`src/rtl/serial_command_initiator.sv`:
```
// Serial memory-command initiator: frames word read/write requests as UART bytes and parses
// the responder's reply. Define SERIAL_CMD_CHECKSUM_EN to add modulo-256 checksum bytes.
module serial_command_initiator #(
    parameter int unsigned TIMEOUT_CYCLES = 2000000,
    parameter int unsigned TIMEOUT_W      = 32
) (
    input  logic        clkIn,
    input  logic        rstIn,
    input  logic        req_valid,
    output logic        req_ready,
    input  logic        req_write,
    input  logic [31:0] req_addr,
    input  logic [31:0] req_wdata,
    output logic        resp_valid,
    output logic [31:0] resp_rdata,
    output logic [1:0]  resp_error,
    output logic [7:0]  tx_byte,
    output logic        start_tx,
    input  logic        tx_ready,
    input  logic [7:0]  rx_byte,
    input  logic        rx_valid,
    output logic        busy
);

`ifdef SERIAL_CMD_CHECKSUM_EN
    localparam bit CHECKSUM_EN = 1'b1;
`else
    localparam bit CHECKSUM_EN = 1'b0;
`endif

    localparam logic [3:0] WR_FRAME_LEN = CHECKSUM_EN ? 4'd10 : 4'd9;
    localparam logic [3:0] RD_FRAME_LEN = CHECKSUM_EN ? 4'd6 : 4'd5;
    // Expiry is decided one cycle early so DONE lands exactly when the count hits its limit.
    localparam logic [TIMEOUT_W-1:0] TOUT_LAST = TIMEOUT_W'(TIMEOUT_CYCLES - 2);

    localparam logic [1:0] ERR_OK       = 2'b00;
    localparam logic [1:0] ERR_TIMEOUT  = 2'b01;
    localparam logic [1:0] ERR_BAD_ACK  = 2'b10;
    localparam logic [1:0] ERR_CHECKSUM = 2'b11;

    typedef enum logic [2:0] {StIdle, StSend, StTxHold, StWaitResp, StDone} state_e;

    state_e                 state_q, state_d;
    logic                   is_write_q, is_write_d;
    logic [31:0]            addr_q, addr_d;
    logic [31:0]            wdata_q, wdata_d;
    logic [3:0]             tx_cnt_q, tx_cnt_d;
    logic [7:0]             sum_q, sum_d;
    logic [2:0]             rx_cnt_q, rx_cnt_d;
    logic                   rx_pend_q, rx_pend_d;
    logic [7:0]             rx_data_q, rx_data_d;
    logic [31:0]            shadow_q, shadow_d;
    logic [TIMEOUT_W-1:0]   tout_q, tout_d;
    logic [31:0]            resp_rdata_q, resp_rdata_d;
    logic [1:0]             resp_error_q, resp_error_d;

    logic [7:0] frame_byte;
    logic [3:0] frame_len;
    logic [7:0] data_sum;
    logic       finish;
    logic [1:0] err;

    assign frame_len = is_write_q ? WR_FRAME_LEN : RD_FRAME_LEN;
    assign data_sum  = shadow_q[31:24] + shadow_q[23:16] + shadow_q[15:8] + shadow_q[7:0];

    always_comb begin
        frame_byte = 8'h00;
        case (tx_cnt_q)
            4'd0:    frame_byte = is_write_q ? 8'h57 : 8'h52;
            4'd1:    frame_byte = addr_q[31:24];
            4'd2:    frame_byte = addr_q[23:16];
            4'd3:    frame_byte = addr_q[15:8];
            4'd4:    frame_byte = addr_q[7:0];
            4'd5:    frame_byte = is_write_q ? wdata_q[31:24] : sum_q;
            4'd6:    frame_byte = wdata_q[23:16];
            4'd7:    frame_byte = wdata_q[15:8];
            4'd8:    frame_byte = wdata_q[7:0];
            4'd9:    frame_byte = sum_q;
            default: frame_byte = 8'h00;
        endcase
    end

    always_comb begin
        state_d      = state_q;
        is_write_d   = is_write_q;
        addr_d       = addr_q;
        wdata_d      = wdata_q;
        tx_cnt_d     = tx_cnt_q;
        sum_d        = sum_q;
        rx_cnt_d     = rx_cnt_q;
        shadow_d     = shadow_q;
        tout_d       = tout_q;
        resp_rdata_d = resp_rdata_q;
        resp_error_d = resp_error_q;
        finish       = 1'b0;
        err          = ERR_OK;
        // Bytes are only captured while a response is awaited; anything earlier is stale.
        rx_pend_d    = (state_q == StWaitResp) && rx_valid;
        rx_data_d    = rx_valid ? rx_byte : rx_data_q;

        case (state_q)
            StIdle: begin
                if (req_valid) begin
                    is_write_d = req_write;
                    addr_d     = req_addr;
                    wdata_d    = req_wdata;
                    tx_cnt_d   = 4'd0;
                    sum_d      = 8'h00;
                    rx_cnt_d   = 3'd0;
                    shadow_d   = 32'h0;
                    state_d    = StSend;
                end
            end
            StSend: begin
                if (tx_ready) begin
                    tx_cnt_d = tx_cnt_q + 4'd1;
                    sum_d    = sum_q + frame_byte;
                    state_d  = StTxHold;
                end
            end
            StTxHold: begin
                if (tx_cnt_q == frame_len) begin
                    tout_d  = '0;
                    state_d = StWaitResp;
                end else begin
                    state_d = StSend;
                end
            end
            StWaitResp: begin
                tout_d = rx_valid ? '0 : tout_q + TIMEOUT_W'(1);
                if (rx_pend_q) begin
                    rx_cnt_d = rx_cnt_q + 3'd1;
                    if (is_write_q) begin
                        finish = 1'b1;
                        err    = (rx_data_q == 8'h06) ? ERR_OK : ERR_BAD_ACK;
                    end else if (rx_cnt_q < 3'd4) begin
                        shadow_d = {shadow_q[23:0], rx_data_q};
                        if (!CHECKSUM_EN && rx_cnt_q == 3'd3) begin
                            finish = 1'b1;
                        end
                    end else if (CHECKSUM_EN) begin
                        finish = 1'b1;
                        err    = (rx_data_q == data_sum) ? ERR_OK : ERR_CHECKSUM;
                    end
                end
                if (!finish && !rx_valid && tout_q == TOUT_LAST) begin
                    finish = 1'b1;
                    err    = ERR_TIMEOUT;
                end
                if (finish) begin
                    resp_error_d = err;
                    if (!is_write_q) begin
                        resp_rdata_d = shadow_d;
                    end
                    state_d = StDone;
                end
            end
            StDone: begin
                state_d = StIdle;
            end
            default: begin
                state_d = StIdle;
            end
        endcase
    end

    always_ff @(posedge clkIn or negedge rstIn) begin
        if (!rstIn) begin
            state_q      <= StIdle;
            is_write_q   <= 1'b0;
            addr_q       <= 32'h0;
            wdata_q      <= 32'h0;
            tx_cnt_q     <= 4'd0;
            sum_q        <= 8'h00;
            rx_cnt_q     <= 3'd0;
            rx_pend_q    <= 1'b0;
            rx_data_q    <= 8'h00;
            shadow_q     <= 32'h0;
            tout_q       <= '0;
            resp_rdata_q <= 32'h0;
            resp_error_q <= ERR_OK;
        end else begin
            state_q      <= state_d;
            is_write_q   <= is_write_d;
            addr_q       <= addr_d;
            wdata_q      <= wdata_d;
            tx_cnt_q     <= tx_cnt_d;
            sum_q        <= sum_d;
            rx_cnt_q     <= rx_cnt_d;
            rx_pend_q    <= rx_pend_d;
            rx_data_q    <= rx_data_d;
            shadow_q     <= shadow_d;
            tout_q       <= tout_d;
            resp_rdata_q <= resp_rdata_d;
            resp_error_q <= resp_error_d;
        end
    end

    // start_tx is a direct function of tx_ready so it can never fire while the transmitter is busy.
    assign start_tx   = (state_q == StSend) && tx_ready;
    assign tx_byte    = (state_q == StSend) ? frame_byte : 8'h00;
    assign req_ready  = (state_q == StIdle);
    assign busy       = (state_q != StIdle);
    assign resp_valid = (state_q == StDone);
    assign resp_rdata = resp_rdata_q;
    assign resp_error = resp_error_q;

endmodule

```
`config.mk`:
```
export PLATFORM = sky130hd
export DESIGN_NAME = serial_command_initiator
export DESIGN_NICKNAME = d
export VERILOG_FILES = /design/src/rtl/serial_command_initiator.sv
export SDC_FILE = /design/constraint.sdc
export NUM_CORES = 1
export LEC_CHECK = 0
export CAP_MARGIN = 20
export CORE_MARGIN = 5
export CORE_UTILIZATION = 30
export CTS_CLUSTER_SIZE = 28
export DETAILED_ROUTE_END_ITERATION = 7
export SLEW_MARGIN = 20
export SYNTH_ARGS = -nofsm -noshare
export SYNTH_HDL_FRONTEND = slang
export SYNTH_SLANG_ARGS = --single-unit
```
`constraint.sdc`:
```
create_clock -name clkIn -period 6.1 [get_ports clkIn]
set_input_delay 0.915 -clock clkIn [delete_from_list [all_inputs] [get_ports clkIn]]
set_output_delay 0.915 -clock clkIn [all_outputs]
set_load 0.005 [all_outputs]
```
==> impl_metrics.yaml, run 1 <==
status:
  status: "finished clean"
timing:
  finalSetupViolCount: 0
  drv_slew: 0
  hold_violations: 0
  max_slew_margin: 0.343
  rsz0062_at_grt: "false"
  setup-tns-final_ns: 0
  tightestPinTransition_ns: 0.985
  fin_crit_ns: 4.07
  fmax_mhz: 245
  period_share: 0.668
  clock_skew_ns: 0.0147
drt:
  wire_per_inst_um: 17.9
  vias_per_cell: 5.27
  drc_errors: 0
  ant_nets: 0
  drt-initial-drc-count: 650
  vias: 7024
  drt_pass1_iterations: 5
  drt-total-wl_um: 23900
synth:
  netlist_instances: 830
  synth_seq_cells: 190
  synth_area_um2: 9140
  seq_area_frac_synth: 0.520
  synth_edf_count: 0
  synth.area.top_cells: "dfrtp_1 (52%), mux2_2 (9.4%), o21ai_0 (4.5%)"
  synth_cell_type_count: 61
  synth_nets: 924
  yosys_most_used_dff: "dfrtp_1"
  yosys.area.top_type_share: 0.520
  synth-warning-count: 0
  synthArstFlopShare: 1.00
  syn_avg_cell_area_um2: 11.0
  synth_top_cell_by_area: "dfrtp_1"
clock_tree:
  numClockSinks: 190
  cts_hold_buf: 0
  clock_tree.buffer_depth: 2
  cts_tree: "built"
  clkLatencyLatePin_ns: 0.44
  clk_pin_slew_ns: 0.08
  cts_resized: 0
  cts_root_buf: "clkbuf_16"
  numCtsBuffers: 17
  htree_num_levels: 4
  cts_setup_buffers: 0
die:
  die_h_um: 185
  initial_core_util: 0.301
  die_x_um: 185
  row_count: 64
  dieArea_um2: 34100
  core_um2: 30300
  top_level_ports: 124
finish:
  nets: 1018
  area_growth_pct: 24.2
  finalNonFillerCells: 1334
  layout_commonest_cell: "dfrtp_1"
  layout_common_cells: "dfrtp_1 (190), clkdlybuf4s50_1 (122), nand2_1 (95), o21ai_0 (82), mux2_2 (76)"
  drive_gt1_frac: 0.141
  post-route-cell-area_um2: 11400
worst_setup_path:
  cp-end-kind: "primary output"
  reg2regPathDepth: 15
  crit_top_cell: "inv_1"
  critPathMaxFanout: 21
  cp_slowest_cell: "ha_1"
  crit_start: "tx_cnt_q[1]"
  crit_chain: "inv_1, ha_1, inv_1, o21ai_0, a221oi_1, o22a_1, nor2_1, clkdlybuf4s50_1"
  cp.arrival_ns: 3.16
  worstPathRequired_ns: 5.18
  crit_path_start_kind: "register"
  cp_slowest_stage_delay_ns: 0.67
  r2r-start: "tx_cnt_q[1]"
  path_class: "reg2out"
grt:
  grt_pass1_wl_um: 38300
  grt_pass1_vias: 6796
  antenna_found_initial: 3
  track_usage: 0.141
  grt_max_degree: 73
  overflow: 0
power:
  peakVddDrop_mv: 0.203
  leakagePower_nw: 4.66
  p_per_area_nw_per_um2: 449
placement:
  place.gp.congestion: 0.844
  place.port_buffers: 123
  post-dp-hpwl_um: 16600
  dp.cells: 1301
  place_area_um2: 10700
job:
  cap_violations: 0
hold_path:
  min_path_type: "in2async"
-- sequential cells by signal, summed over array words and instances (netlist names) --
signal	count
addr_q	32
is_write_q	1
resp_error	2
resp_rdata	32
rx_cnt_q	3
rx_data_q	8
rx_pend_q	1
shadow_q	32
state_q	3
sum_q	8
tout_q	32
tx_cnt_q	4
wdata_q	32
-- final timing paths --
path	to	slack, ns
min in group clkIn	resp_rdata[27]	0.49
worst min-delay path	addr_q[14]	0.46
worst min register to register	resp_rdata[27]	0.49
max in group asynchronous	resp_rdata[16]	4.38
worst max register to register	sum_q[6]	2.46
worst max-delay path	tx_byte[1]	2.03
-- cells in the mapped netlist (3+ instances only) --
| cell | number |
|---|---|
| mux2i_1 | 38 |
| dfrtp_1 | 190 |
| xor2_1 | 6 |
| and4_1 | 4 |
| buf_1 | 4 |
| nand3b_1 | 3 |
| nor2_1 | 18 |
| ha_1 | 15 |
| inv_1 | 17 |
| mux2_2 | 76 |
| and3_1 | 11 |
| a222oi_1 | 6 |
| nand2b_1 | 6 |
| clkbuf_1 | 25 |
| o21a_1 | 4 |
| o22ai_1 | 3 |
| nand2_1 | 95 |
| or4_1 | 5 |
| a32o_1 | 4 |
| and2_1 | 4 |
| a221oi_1 | 5 |
| buf_2 | 24 |
| a21oi_1 | 18 |
| o211ai_1 | 7 |
| a22oi_1 | 9 |
| nand3_1 | 20 |
| nor2b_1 | 8 |
| nor3_1 | 5 |
| a31oi_1 | 13 |
| a22o_1 | 36 |
| nand4_1 | 14 |
| a211oi_1 | 3 |
| o21ai_0 | 82 |
| o21ba_2 | 4 |
| o31ai_1 | 8 |
| nor4_1 | 4 |
-- layout make-up --
| class | instances | area (um2) |
|---|---|---|
| Antenna cell | 1 | 2.50 |
| Inverter | 18 | 67.6 |
| Multi-Input combinational cell | 568 | 4110 |
| Fill cell | 2997 | 19000 |
| Timing Repair Buffer | 129 | 1280 |
| Clock inverter | 15 | 219 |
| Clock buffer | 17 | 425 |
| Tap cell | 396 | 495 |
| Sequential cell | 190 | 4750 |
-- through the flow --
| stage | util | worst slack [ns] | hold WS (ns) | total power [W] |
|---|---|---|---|---|
| after floorplan | - | 2.85 | 0.450 | 0.00321 |
| after global placement | 0.352 | 2.36 | 0.460 | 0.00387 |
| after detailed placement | 0.352 | 2.34 | 0.471 | 0.00391 |
| after CTS | 0.374 | 2.02 | 0.473 | 0.00512 |
| after global routing | 0.374 | 1.76 | 0.482 | 0.00542 |
| final | 0.374 | 2.03 | 0.459 | 0.00510 |
-- worst max-delay path: cells and delay by family (launching register included) --
kind                     cells  cell delay, ns
adder cells (fa/ha/maj)      1            0.67
flip-flops                   1            0.43
buffers and inverters        3            0.81
AO/OA/AOI/OAI                3            0.61
AND/OR/NAND/NOR              1            0.20
-- power by group --
part	switching, W	internal [W]
clock network	0.000614	0.000578
registers	0.000364	0.00165
logic	0.000962	0.000928
total	0.00194	0.00316
-- cells by family (layout without fill, tap and decap cells) --
| family | after synthesis | count (layout) | share of synthesized area |
|---|---|---|---|
| AOI/OAI and AO/OA | 216 | 216 | 0.158 |
| xor gates and xnor gates | 7 | 7 | 0.00671 |
| adders and majority gates | 16 | 16 | 0.0227 |
| buffers and inverters | 72 | 179 | 0.0333 |
| DFF | 190 | 190 | 0.520 |
| muxes | 114 | 114 | 0.135 |
| other | 0 | 1 | 0 |
| and+or+nand+nor | 215 | 215 | 0.124 |
-- routing by layer --
| layer | part of all wire | global-route usage |
|---|---|---|
| met3 | 0.053 | 0.0294 |
| met1 | 0.46 | 0.194 |
| met5 | 0.00096 | 0 |
| met2 | 0.47 | 0.221 |
| met4 | 0.020 | 0.0494 |
No activity file was read; power rests on OpenSTA's default activity.
==> inputs of run 2 (changes only) <==
==> constraint.sdc (replaced) <==
create_clock -name clkIn -period 3.25 [get_ports clkIn]
set_input_delay 0.4875 -clock clkIn [delete_from_list [all_inputs] [get_ports clkIn]]
set_output_delay 0.4875 -clock clkIn [all_outputs]
set_load 0.005 [all_outputs]
==> impl_metrics.yaml, run 2 (synthesized netlist as in run 1, its figures left out) <==
status:
  status: "finished clean"
drt:
  drt-total-wl_um: 24600
  drt_pass1_iterations: 5
  ant_nets: 0
  vias: 7022
  drt-initial-drc-count: 652
  wire_per_inst_um: 17.9
  vias_per_cell: 5.12
  drc_errors: 0
timing:
  finalSetupViolCount: 0
  fmax_mhz: 313
  tightestPinTransition_ns: 0.948
  clock_skew_ns: 0.0217
  hold_violations: 0
  drv_slew: 0
  max_slew_margin: 0.368
  period_share: 0.982
  rsz0062_at_grt: "true"
  worst_slack_ns: 0.0584
  fin_crit_ns: 3.19
placement:
  preCtsSetupSlack_ns: -0.0220
  post-dp-hpwl_um: 17400
  place.gp.congestion: 0.891
  place.port_buffers: 123
  dp.cells: 1330
  place_area_um2: 11000
die:
  die_h_um: 185
  initial_core_util: 0.301
  row_count: 64
  core_um2: 30300
  die_x_um: 185
  dieArea_um2: 34100
  top_level_ports: 124
grt:
  antenna_found_initial: 1
  met1_usage: 0.206
  grt_busiest_layer: "met2"
  grt_max_degree: 80
  grt_util_met2: 0.225
  overflow: 0
  track_usage: 0.143
  grt_pass1_wl_um: 39000
  use_met3: 0.0225
  grt_pass1_vias: 6949
clock_tree:
  cts_root_buf: "clkbuf_16"
  numClockSinks: 190
  clock_tree.buffer_depth: 2
  clk_pin_slew_ns: 0.09
  clkLatencyLatePin_ns: 0.44
  cts_tree: "built"
  numCtsBuffers: 17
  htree_num_levels: 4
  cts_hold_buf: 0
finish:
  n_fill_cell: 2942
  finalNonFillerCells: 1372
  layout_commonest_cell: "dfrtp_1"
  drive_gt1_frac: 0.197
  nets: 1056
  area_growth_pct: 28.8
  utilization: 0.388
  post-route-cell-area_um2: 11800
  layout_common_cells: "dfrtp_1 (187), clkdlybuf4s50_1 (120), nand2_1 (95), o21ai_0 (80), mux2_2 (76)"
worst_setup_path:
  worstPathRequired_ns: 2.76
  critPathMaxFanout: 7
  path_class: "reg2out"
  cp-end-kind: "primary output"
  cp.arrival_ns: 2.70
  crit_path_start_kind: "register"
power:
  leakagePower_nw: 4.91
  total_power_w: 0.0100
  p_per_area_nw_per_um2: 851
  peakVddDrop_mv: 0.398
hold_path:
  min_path_type: "in2async"
job:
  cap_violations: 0
-- run 2: changes by cell type in the layout (fill, tap and decap cells not counted), sizes merged --
| cell | previous run | this run |
|---|---|---|
| dlymetal6s2s | 0 | 2 |
| clkbuf | 18 | 19 |
| clkdlybuf4s50 | 122 | 120 |
| inv | 25 | 23 |
| buf | 6 | 43 |
| clkinv | 7 | 9 |
-- run 2: layer usage --
layer	routed length, um	part of all wire	up-vias
met2	11600	0.47	163
met4	345	0.014	2
met5	12	0.00049	-
met3	926	0.038	27
met1	11700	0.48	3486
li1	-	-	3344
-- run 2: per-stage QoR --
stage	hold WS, ns	setup TNS, ns
global placement	0.462	0
CTS	0.0978	-0.0292
global route	0.127	-0.202
detailed placement	0.472	-0.0220
finish	0.0839	0
floorplan	0.192	0
-- run 2: cell type report --
type,count,area (um2),area share
Antenna cell,1,2.50,0.000212
Clock buffer,17,425,0.0361
Timing Repair Buffer,167,1620,0.137
Inverter,18,67.6,0.00574
Multi-Input combinational cell,568,4220,0.358
Tap cell,396,495,0.0421
Sequential cell,190,4760,0.404
Clock inverter,15,189,0.0160
-- run 2: final timing paths --
check / startpoint / endpoint / slack (ns) / cells past startpoint
max in group asynchronous: rstIn / addr_q[16] / 2.40 / 2
max reg2reg: tx_cnt_q[1] / sum_q[6] / 0.08 / 15
max: tx_cnt_q[0] / tx_byte[3] / 0.06 / 9
min in group clkIn: resp_rdata[14] / resp_rdata[14] / 0.48 / 2
min reg2reg: resp_rdata[14] / resp_rdata[14] / 0.48 / 2
min: rstIn / addr_q[22] / 0.08 / 1
-- run 2: what timing repair did --
action / in CTS / in global routing
endpoints found under the setup margin: 7 / 10
pin swaps: 2 / 12
resized for setup: 10 / 28
cloned: 0 / 1
setup buffers: 0 / 8
hold endpoints to repair: 0 / 0
-- run 2: critical path, cell delays in order, from the launching register on --
cell	delay, ns
dfrtp_2	0.43
buf_4	0.15
ha_4	0.18
buf_4	0.15
a222oi_1	0.30
a21oi_1	0.11
a21oi_1	0.17
o22ai_1	0.14
and3_4	0.21
clkdlybuf4s50_1	0.44
-- run 2: power breakdown --
| group | switching, W | internal (W) |
|---|---|---|
| Combinational | 0.00199 | 0.00212 |
| Sequential | 0.000663 | 0.00310 |
| Clock | 0.00109 | 0.00105 |
